--- config.mk ---
export PLATFORM = sky130hd
export DESIGN_NAME = dtype_mem_ctrl_flat
export DESIGN_NICKNAME = d
export VERILOG_FILES = /design/src/rtl/dtype_mem_ctrl_if.sv /design/src/rtl/dtype_mem_ctrl.sv /design/src/flat_wrapper.sv
export SDC_FILE = /design/constraint.sdc
export NUM_CORES = 1
export LEC_CHECK = 0
export ABC_AREA = 1
export CAP_MARGIN = 15
export CORE_UTILIZATION = 55
export CTS_CLUSTER_SIZE = 24
export DETAILED_ROUTE_END_ITERATION = 10
export HOLD_SLACK_MARGIN = 0.1
export PLACE_DENSITY = 0.84
export SKIP_CTS_REPAIR_TIMING = 1
export SLEW_MARGIN = 20
export SYNTH_ARGS = -nofsm -noshare
export SYNTH_HDL_FRONTEND = slang
export SYNTH_SLANG_ARGS = --single-unit
--- constraint.sdc ---
create_clock -name clk -period 9.1 [get_ports clk]
set_input_delay 2.275 -clock clk [delete_from_list [all_inputs] [get_ports clk]]
set_output_delay 2.275 -clock clk [all_outputs]
set_load 0.005 [all_outputs]
--- src/rtl/dtype_mem_ctrl_if.sv ---
// Handshake bundle for dtype_mem_ctrl: control-unit side (start/operands/
// busy/done/err/rdata) and data-memory side (req/we/addr/wdata/ack/rdata).
interface dtype_mem_ctrl_if;
  logic        start;
  logic        is_store;
  logic [63:0] base;
  logic [8:0]  daddr9;
  logic [63:0] wdata;
  logic        busy;
  logic        done;
  logic        err;
  logic [63:0] rdata;
  logic        mem_req;
  logic        mem_we;
  logic [63:0] mem_addr;
  logic [63:0] mem_wdata;
  logic        mem_ack;
  logic [63:0] mem_rdata;

  modport master (
    output start, is_store, base, daddr9, wdata,
    output mem_ack, mem_rdata,
    input  busy, done, err, rdata,
    input  mem_req, mem_we, mem_addr, mem_wdata
  );

  modport slave (
    input  start, is_store, base, daddr9, wdata,
    input  mem_ack, mem_rdata,
    output busy, done, err, rdata,
    output mem_req, mem_we, mem_addr, mem_wdata
  );
endinterface

--- src/rtl/dtype_mem_ctrl.sv ---
// LEGv8 LDUR/STUR sequencer: base + sext(DAddr9), one req/ack to data memory.
// Ports: clk, reset (sync, active-high), bus (dtype_mem_ctrl_if.slave).
// Param TIMEOUT (1..255): REQ cycles without ack before abort with err.
// Macro DTYPE_ALIGN_CHECK_EN: misaligned address skips REQ, done with err.
module dtype_mem_ctrl #(
  parameter int unsigned TIMEOUT = 15
) (
  input logic            clk,
  input logic            reset,
  dtype_mem_ctrl_if.slave bus
);

  typedef enum logic [1:0] {
    IDLE = 2'd0,
    CALC = 2'd1,
    REQ  = 2'd2,
    DONE = 2'd3
  } state_t;

  // Counter value seen in the last allowed REQ cycle.
  localparam logic [7:0] CNT_LAST = 8'(TIMEOUT - 1);

  state_t      state_q;
  logic [7:0]  cnt_q;
  logic        st_q;
  logic [63:0] base_q;
  logic [8:0]  d9_q;
  logic [63:0] wd_q;
  logic        busy_q;
  logic        done_q;
  logic        err_q;
  logic [63:0] rdata_q;
  logic        req_q;
  logic        we_q;
  logic [63:0] addr_q;
  logic [63:0] mwd_q;
  logic [63:0] addr_d;
  logic        misal;

  assign addr_d = base_q + {{55{d9_q[8]}}, d9_q};

`ifdef DTYPE_ALIGN_CHECK_EN
  assign misal = |addr_d[2:0];
`else
  assign misal = 1'b0;
`endif

  always_ff @(posedge clk) begin
    if (reset) begin
      state_q <= IDLE;
      cnt_q   <= '0;
      st_q    <= 1'b0;
      base_q  <= '0;
      d9_q    <= '0;
      wd_q    <= '0;
      busy_q  <= 1'b0;
      done_q  <= 1'b0;
      err_q   <= 1'b0;
      rdata_q <= '0;
      req_q   <= 1'b0;
      we_q    <= 1'b0;
      addr_q  <= '0;
      mwd_q   <= '0;
    end else begin
      unique case (state_q)
        IDLE: begin
          if (bus.start) begin
            st_q    <= bus.is_store;
            base_q  <= bus.base;
            d9_q    <= bus.daddr9;
            wd_q    <= bus.wdata;
            busy_q  <= 1'b1;
            state_q <= CALC;
          end
        end
        CALC: begin
          addr_q <= addr_d;
          if (misal) begin
            done_q  <= 1'b1;
            err_q   <= 1'b1;
            state_q <= DONE;
          end else begin
            req_q   <= 1'b1;
            we_q    <= st_q;
            mwd_q   <= wd_q;
            state_q <= REQ;
          end
        end
        REQ: begin
          cnt_q <= cnt_q + 8'd1;
          if (bus.mem_ack || cnt_q == CNT_LAST) begin
            if (bus.mem_ack && !st_q) begin
              rdata_q <= bus.mem_rdata;
            end
            err_q   <= !bus.mem_ack;
            done_q  <= 1'b1;
            req_q   <= 1'b0;
            we_q    <= 1'b0;
            mwd_q   <= '0;
            state_q <= DONE;
          end
        end
        DONE: begin
          done_q  <= 1'b0;
          err_q   <= 1'b0;
          busy_q  <= 1'b0;
          cnt_q   <= '0;
          state_q <= IDLE;
        end
        default: state_q <= IDLE;
      endcase
    end
  end

  assign bus.busy      = busy_q;
  assign bus.done      = done_q;
  assign bus.err       = err_q;
  assign bus.rdata     = rdata_q;
  assign bus.mem_req   = req_q;
  assign bus.mem_we    = we_q;
  assign bus.mem_addr  = addr_q;
  assign bus.mem_wdata = mwd_q;

endmodule

--- src/flat_wrapper.sv ---
// flat-port wrapper written by rule: the top's interface ports become plain ports
module dtype_mem_ctrl_flat 
#(
  parameter int unsigned TIMEOUT = 15
)
  (clk, reset, bus_start, bus_is_store, bus_base, bus_daddr9, bus_wdata, bus_mem_ack, bus_mem_rdata, bus_busy, bus_done, bus_err, bus_rdata, bus_mem_req, bus_mem_we, bus_mem_addr, bus_mem_wdata);
  dtype_mem_ctrl_if bus_i ();
  input logic clk;
  input logic reset;
  input wire logic [$bits(bus_i.start)-1:0] bus_start;
  input wire logic [$bits(bus_i.is_store)-1:0] bus_is_store;
  input wire logic [$bits(bus_i.base)-1:0] bus_base;
  input wire logic [$bits(bus_i.daddr9)-1:0] bus_daddr9;
  input wire logic [$bits(bus_i.wdata)-1:0] bus_wdata;
  input wire logic [$bits(bus_i.mem_ack)-1:0] bus_mem_ack;
  input wire logic [$bits(bus_i.mem_rdata)-1:0] bus_mem_rdata;
  output wire logic [$bits(bus_i.busy)-1:0] bus_busy;
  output wire logic [$bits(bus_i.done)-1:0] bus_done;
  output wire logic [$bits(bus_i.err)-1:0] bus_err;
  output wire logic [$bits(bus_i.rdata)-1:0] bus_rdata;
  output wire logic [$bits(bus_i.mem_req)-1:0] bus_mem_req;
  output wire logic [$bits(bus_i.mem_we)-1:0] bus_mem_we;
  output wire logic [$bits(bus_i.mem_addr)-1:0] bus_mem_addr;
  output wire logic [$bits(bus_i.mem_wdata)-1:0] bus_mem_wdata;
  assign bus_i.start = bus_start;
  assign bus_i.is_store = bus_is_store;
  assign bus_i.base = bus_base;
  assign bus_i.daddr9 = bus_daddr9;
  assign bus_i.wdata = bus_wdata;
  assign bus_i.mem_ack = bus_mem_ack;
  assign bus_i.mem_rdata = bus_mem_rdata;
  assign bus_busy = bus_i.busy;
  assign bus_done = bus_i.done;
  assign bus_err = bus_i.err;
  assign bus_rdata = bus_i.rdata;
  assign bus_mem_req = bus_i.mem_req;
  assign bus_mem_we = bus_i.mem_we;
  assign bus_mem_addr = bus_i.mem_addr;
  assign bus_mem_wdata = bus_i.mem_wdata;
  dtype_mem_ctrl #(.TIMEOUT(TIMEOUT)) u_core (.clk(clk), .reset(reset), .bus(bus_i));
endmodule
==> out/qor.txt, run 1 <==
Syn Nets = 3151
Vias = 19100
antenna violations before repair = 6
layer carrying the most global-route usage = met2
Max FO, Critical Path = 93
hold violation total from the final report = 0
post-synth top area share = 38.3%
routed vias/inst = 5.18
Main synth FF type = dfxtp_1
vias in the first global route = 18200
M3 GR Usage = 6.59%
RePlAce Congestion = 1.02
mapped cell area = 18000 sq um
critical path data arrival time = 5.02 ns
clk_lat worst skew = 0.54 ns
CTS Sinks = 345
WS Path Type = primary input to flip-flop
Worst Hold Launch = u_core.wd_q[1]
crit path launch type = primary input
Core Region = 31900 sq um
met1 usage = 41.0%
Root Driver = clkbuf_16
Required @ worst endpoint = 9.56 ns
outcome = complete, no violations
Iteration-0 DRC Markers = 1525
WL final = 59.7 mm
Final period util = 50.2%
Synth async-reset ratio = 0%
full die area = 33500 sq um
I/O Buffers = 402
largest net degree at the start of global routing = 125
cell depth of the worst setup path = 6
wire length per cell = 16.2 microns
most common cell after layout, fill and taps aside = nand2_1
Seq/Total Area, Yosys = 38.3%
WHS = 0.454 ns
CP Capture Type = flip-flop
Achievable Freq = 0.219 GHz
Clock Path Buffers = 3
power per cell area = 286 nW/um^2
RR Endpoint = u_core.bus.mem_addr[56]
Max Cap Viol = 0
critical path cell sequence = clkdlybuf4s50_1 > nand2_4 > inv_4 > buf_4 > o21ai_0 > a21oi_1
Lkg Pwr = 11.5 nW
Top delay family on crit path = buffers and inverters
CTS tree = yes
Vert. Die Dim = 183 microns
met2 usage = 61.1%
Tmin final = 4.57 ns
crit path buf inv count = 3
Chip Width = 183 microns
first-pass GRT wire length = 93.6 mm
Final Max Tran Viols = 0
share of cells above drive strength 1 = 3.79%
Final #Nets = 3492
post-synthesis instance total = 2875
final setup violating endpoints = 0
I/O pin total = 403
setup slack, reg-to-reg = 5.90 ns
GRT overflow = 0
Worst VDD drop = 189 uV
flops & latches, synth = 345
Reg2Reg Depth = 14
post-synthesis cell type count = 31
CP Capture Point = u_core.bus.busy
htree depth = 2
drt first pass iters = 6
commonest cells after routing, fill and taps aside = 765 x nand2_1, 659 x nor2_1, 401 x inv_1, 401 x clkdlybuf4s50_1, 344 x dfxtp_1
Inserted Clock Buffers = 37
GRT Overall Usage = 35.1%
dominant cell type by area after synthesis = dfxtp_1
Starting Density = 56.5%
ANT nets after route = 0
crit-path max cell delay = 0.89 ns
Post-synth EDFFs = 0
RSZ-0062 raised after global routing = false
drc violations = 0
mean post-synth cell area = 6.27 sq um
clock-pin slew on the worst setup and hold paths = 0.06 ns
Slowest cell on crit path = buf_4
Syn. warnings = 0
slew margin rel. = 25.6%
final clock skew = 0.0158 ns
Hold Crit Class = flip-flop to flip-flop
Slew @ Worst Pin = 1.12 ns
row count = 65
Setup TNS = 0 ns
post-detail-place hpwl = 43.7 mm
ranking of synthesized cells by area = dfxtp_1 38%, nand2_1 16%, nor2_1 14%
synth-to-layout area growth = 30.9%
FF-to-FF Start = u_core.d9_q[8]
Worst Setup SP = bus_start
==> power by group <==
part	internal (W)	switching (W)	leakage, nW
clock	0.000996	0.000637	0.667
combinational	0.00116	0.00176	7.96
sequential	0.00195	0.000251	2.83
==> tightest hold or removal path: cells and delay by family, from the launching register on <==
family / cells / cell delay (ns)
AOI/OAI and AO/OA: 1 / 0.05
DFF: 1 / 0.31
and+or+nand+nor: 1 / 0.06
==> cell families (layout without fill, tap and decap cells) <==
group | Yosys count | in the layout | share of synthesized area [%]
AND/OR/NAND/NOR | 1545 | 1545 | 33.3
buffers and inverters | 513 | 883 | 11.0
AO/OA/AOI/OAI | 371 | 371 | 10.9
flip-flops | 345 | 345 | 38.3
adder cells (fa/ha/maj) | 70 | 70 | 4.90
XOR/XNOR | 31 | 31 | 1.51
other | 0 | 5 | 0
==> layout make-up <==
class	instances	area, sq um
antenna	5	12.5
clock buffer	52	1100
clock inverter	16	238
fill	2611	8300
inverter	404	1520
multi-input combinational	2017	9160
sequential	345	6910
tap	435	544
timing repair buffer	411	4090
==> cells in the mapped netlist (2+ instances only) <==
cell,number
a21oi_1,91
a21oi_2,25
buf_1,8
buf_2,9
buf_6,4
clkbuf_1,87
dfxtp_1,345
ha_1,69
inv_1,403
nand2_1,766
nand2_2,12
nand3_1,72
nand4_1,13
nor2_1,660
nor3_1,15
nor3_2,2
nor4_1,2
o211ai_1,4
o21ai_0,231
o21ai_1,16
o21bai_1,2
xnor2_1,5
xor2_1,26
==> flip-flops by register name (all words and copies together), names as in the netlist <==
register              count
u_core.base_q            64
u_core.bus.mem_addr      64
u_core.bus.mem_wdata     64
u_core.bus.rdata         64
u_core.wd_q              64
u_core.d9_q               9
u_core.cnt_q              8
u_core.state_q            2
u_core.bus.busy           1
u_core.bus.done           1
u_core.bus.err            1
u_core.bus.mem_req        1
u_core.bus.mem_we         1
u_core.st_q               1
==> metal layers <==
metal | up-vias | part of all wire, %
met3 | 169 | 7.4
met1 | 8714 | 39
met5 | - | 0.022
li1 | 9457 | -
met2 | 748 | 48
met4 | 2 | 5.5
==> worst min path at each step <==
stage,endpoint,slack [ns],cells after the start
5_1_grt,u_core.bus.mem_wdata[54],0.48,2
3_3_place_gp,u_core.bus.mem_wdata[45],0.45,2
6_report,u_core.bus.mem_wdata[1],0.45,2
2_1_floorplan,u_core.bus.mem_wdata[23],0.44,2
4_1_cts,u_core.bus.mem_wdata[1],0.46,2
3_5_place_dp,u_core.bus.mem_wdata[0],0.45,2
==> stage by stage <==
| stage | area, sq um | cells | setup slack (ns) | util (%) | total power [W] |
|---|---|---|---|---|---|
| final | 23600 | 3685 | 4.53 | 74.0 | 0.00675 |
| after global routing | 23600 | 3685 | 4.34 | 74.0 | 0.00719 |
| after CTS | 23600 | 3680 | 4.61 | 73.9 | 0.00675 |
| after detailed placement | 22200 | 3612 | 4.04 | 69.7 | 0.00509 |
| after global placement | 22200 | 3612 | 4.13 | 69.7 | 0.00499 |
| after floorplan | 18000 | 2875 | 5.78 | - | 0.00396 |
(Power assumes the default switching activity.)
==> run 2, diff against run 1 <==
--- a/config.mk
+++ b/config.mk
@@ -7,11 +7,11 @@
 export LEC_CHECK = 0
 export ABC_AREA = 1
 export CAP_MARGIN = 15
-export CORE_UTILIZATION = 55
+export CORE_UTILIZATION = 46
 export CTS_CLUSTER_SIZE = 24
 export DETAILED_ROUTE_END_ITERATION = 10
 export HOLD_SLACK_MARGIN = 0.1
-export PLACE_DENSITY = 0.84
+export PLACE_DENSITY = 0.75
 export SKIP_CTS_REPAIR_TIMING = 1
 export SLEW_MARGIN = 20
 export SYNTH_ARGS = -nofsm -noshare
==> constraint.sdc (replaced) <==
create_clock -name clk -period 4.2 [get_ports clk]
set_input_delay 1.05 -clock clk [delete_from_list [all_inputs] [get_ports clk]]
set_output_delay 1.05 -clock clk [all_outputs]
set_load 0.005 [all_outputs]
==> out/qor.txt, run 2 (synthesized netlist as in run 1, its figures left out) <==
Required @ worst endpoint = 4.66 ns
hold violation total from the final report = 0
Max Cap Viol = 0
largest net degree at the start of global routing = 139
Worst VDD drop = 417 uV
Starting Density = 46.6%
final clock skew = 0.0204 ns
Clock Path Buffers = 3
wire length per cell = 15.4 microns
CTS tree = yes
crit path launch type = flip-flop
I/O Buffers = 402
critical path data arrival time = 3.26 ns
crit-path max cell delay = 0.37 ns
clock-pin slew on the worst setup and hold paths = 0.06 ns
final setup violating endpoints = 0
Final period util = 66.7%
drc violations = 0
clk_lat worst skew = 0.57 ns
share of cells above drive strength 1 = 3.72%
Final Max Tran Viols = 0
Tmin final = 2.80 ns
RSZ-0062 raised after global routing = false
Max FO, Critical Path = 33
Vias = 18600
Inserted Clock Buffers = 38
first-pass GRT wire length = 90.3 mm
Root Driver = clkbuf_16
crit path buf inv count = 3
fin cells = 3770
final core utilization = 61.3%
GRT overflow = 0
antenna violations before repair = 1
Iteration-0 DRC Markers = 1210
htree depth = 2
Final #Nets = 3499
power per cell area = 610 nW/um^2
Setup TNS = 0 ns
Top delay family on crit path = simple AND/OR/NAND/NOR gates
WS Path Type = flip-flop to flip-flop
slew margin rel. = 34.1%
Reg2Reg Depth = 14
ANT nets after route = 0
total chip power = 0.0144 W
synth-to-layout area growth = 31.5%
vias in the first global route = 17700
FF-to-FF Start = u_core.d9_q[8]
Vert. Die Dim = 200 microns
Hold Crit Class = flip-flop to flip-flop
setup slack, reg-to-reg = 1.40 ns
routed vias/inst = 4.94
full die area = 40000 sq um
post-detail-place hpwl = 43.4 mm
RePlAce Congestion = 0.988
Worst Hold Launch = u_core.wd_q[8]
critical path cell sequence = buf_4 > ha_1 > nand2_1 > inv_1 > nand2_1 > nand2_1 > a21oi_1 > nand3_1 > nand3_1 > nand2_1 > nand2_1 > nand3_1 > nand2_1 > inv_1
Lkg Pwr = 11.5 nW
row count = 72
Slowest cell on crit path = buf_4
outcome = complete, no violations
most common cell after layout, fill and taps aside = nand2_1
Slew @ Worst Pin = 0.989 ns
Hold Crit Depth = 2
CP most frequent cell = nand2_1
CTS Sinks = 345
I/O pin total = 403
drt first pass iters = 8
RR Endpoint = u_core.bus.mem_addr[56]
GRT Overall Usage = 28.6%
CP Capture Type = flip-flop
setup ws final = 1.40 ns
pre-CTS setup slack = 1.27 ns
Achievable Freq = 0.357 GHz
commonest cells after routing, fill and taps aside = 765 x nand2_1, 659 x nor2_1, 401 x inv_1, 401 x clkdlybuf4s50_1, 344 x dfxtp_1
Core Region = 38600 sq um
WL final = 58.1 mm
placed cell count = 3701
end point of the worst hold path = u_core.bus.mem_wdata[8]
Chip Width = 200 microns
fill cell count = 3626
[run 2: routing by layer]
layer,vias to the layer above,routed length (microns),global-route usage [%]
met5,-,0,0
met4,0,1840,10.2
met1,8425,24800,36.0
met2,618,27700,48.8
met3,113,3820,5.44
li1,9476,-,-
[run 2: worst max-delay path by stage]
stage,slack (ns),to,depth (start not counted),from
2_1_floorplan,1.24,u_core.bus.mem_addr[40],13,u_core.d9_q[8]
3_3_place_gp,1.35,u_core.bus.mem_wdata[17],8,bus_mem_ack
3_5_place_dp,1.27,u_core.bus.mem_wdata[16],8,bus_mem_ack
4_1_cts,1.48,u_core.bus.mem_addr[56],14,u_core.d9_q[8]
5_1_grt,1.20,u_core.bus.mem_addr[40],14,u_core.d9_q[8]
6_report,1.40,u_core.bus.mem_addr[56],14,u_core.d9_q[8]
[run 2: worst register-to-register path, cell delays in order, from the launching register on]
cell	delay (ns)
dfxtp_2	0.33
buf_4	0.37
ha_1	0.37
nand2_1	0.17
inv_1	0.06
nand2_1	0.06
nand2_1	0.07
a21oi_1	0.33
nand3_1	0.35
nand3_1	0.27
nand2_1	0.08
nand2_1	0.07
nand3_1	0.06
nand2_1	0.08
inv_1	0.04
[run 2: layout make-up]
class,count,area [sq um],area share [%]
Multi-Input combinational cell,2017,9160,38.7
Timing Repair Buffer,417,4170,17.6
Inverter,404,1520,6.42
Clock inverter,10,173,0.729
Tap cell,518,648,2.74
Sequential cell,345,6910,29.2
Clock buffer,57,1100,4.65
Antenna cell,2,5.00,0.0211
[run 2: through the flow]
stage	hold slack [ns]	instance area (sq um)
6_report	0.459	23700
5_1_grt	0.476	23700
3_5_place_dp	0.452	22400
3_3_place_gp	0.445	22400
4_1_cts	0.458	23700
2_1_floorplan	0.439	18000
[run 2: power by group]
group	total, W	internal [W]	switching, W
Clock	0.00337	0.00201	0.00136
Sequential	0.00479	0.00423	0.000562
Combinational	0.00629	0.00254	0.00375
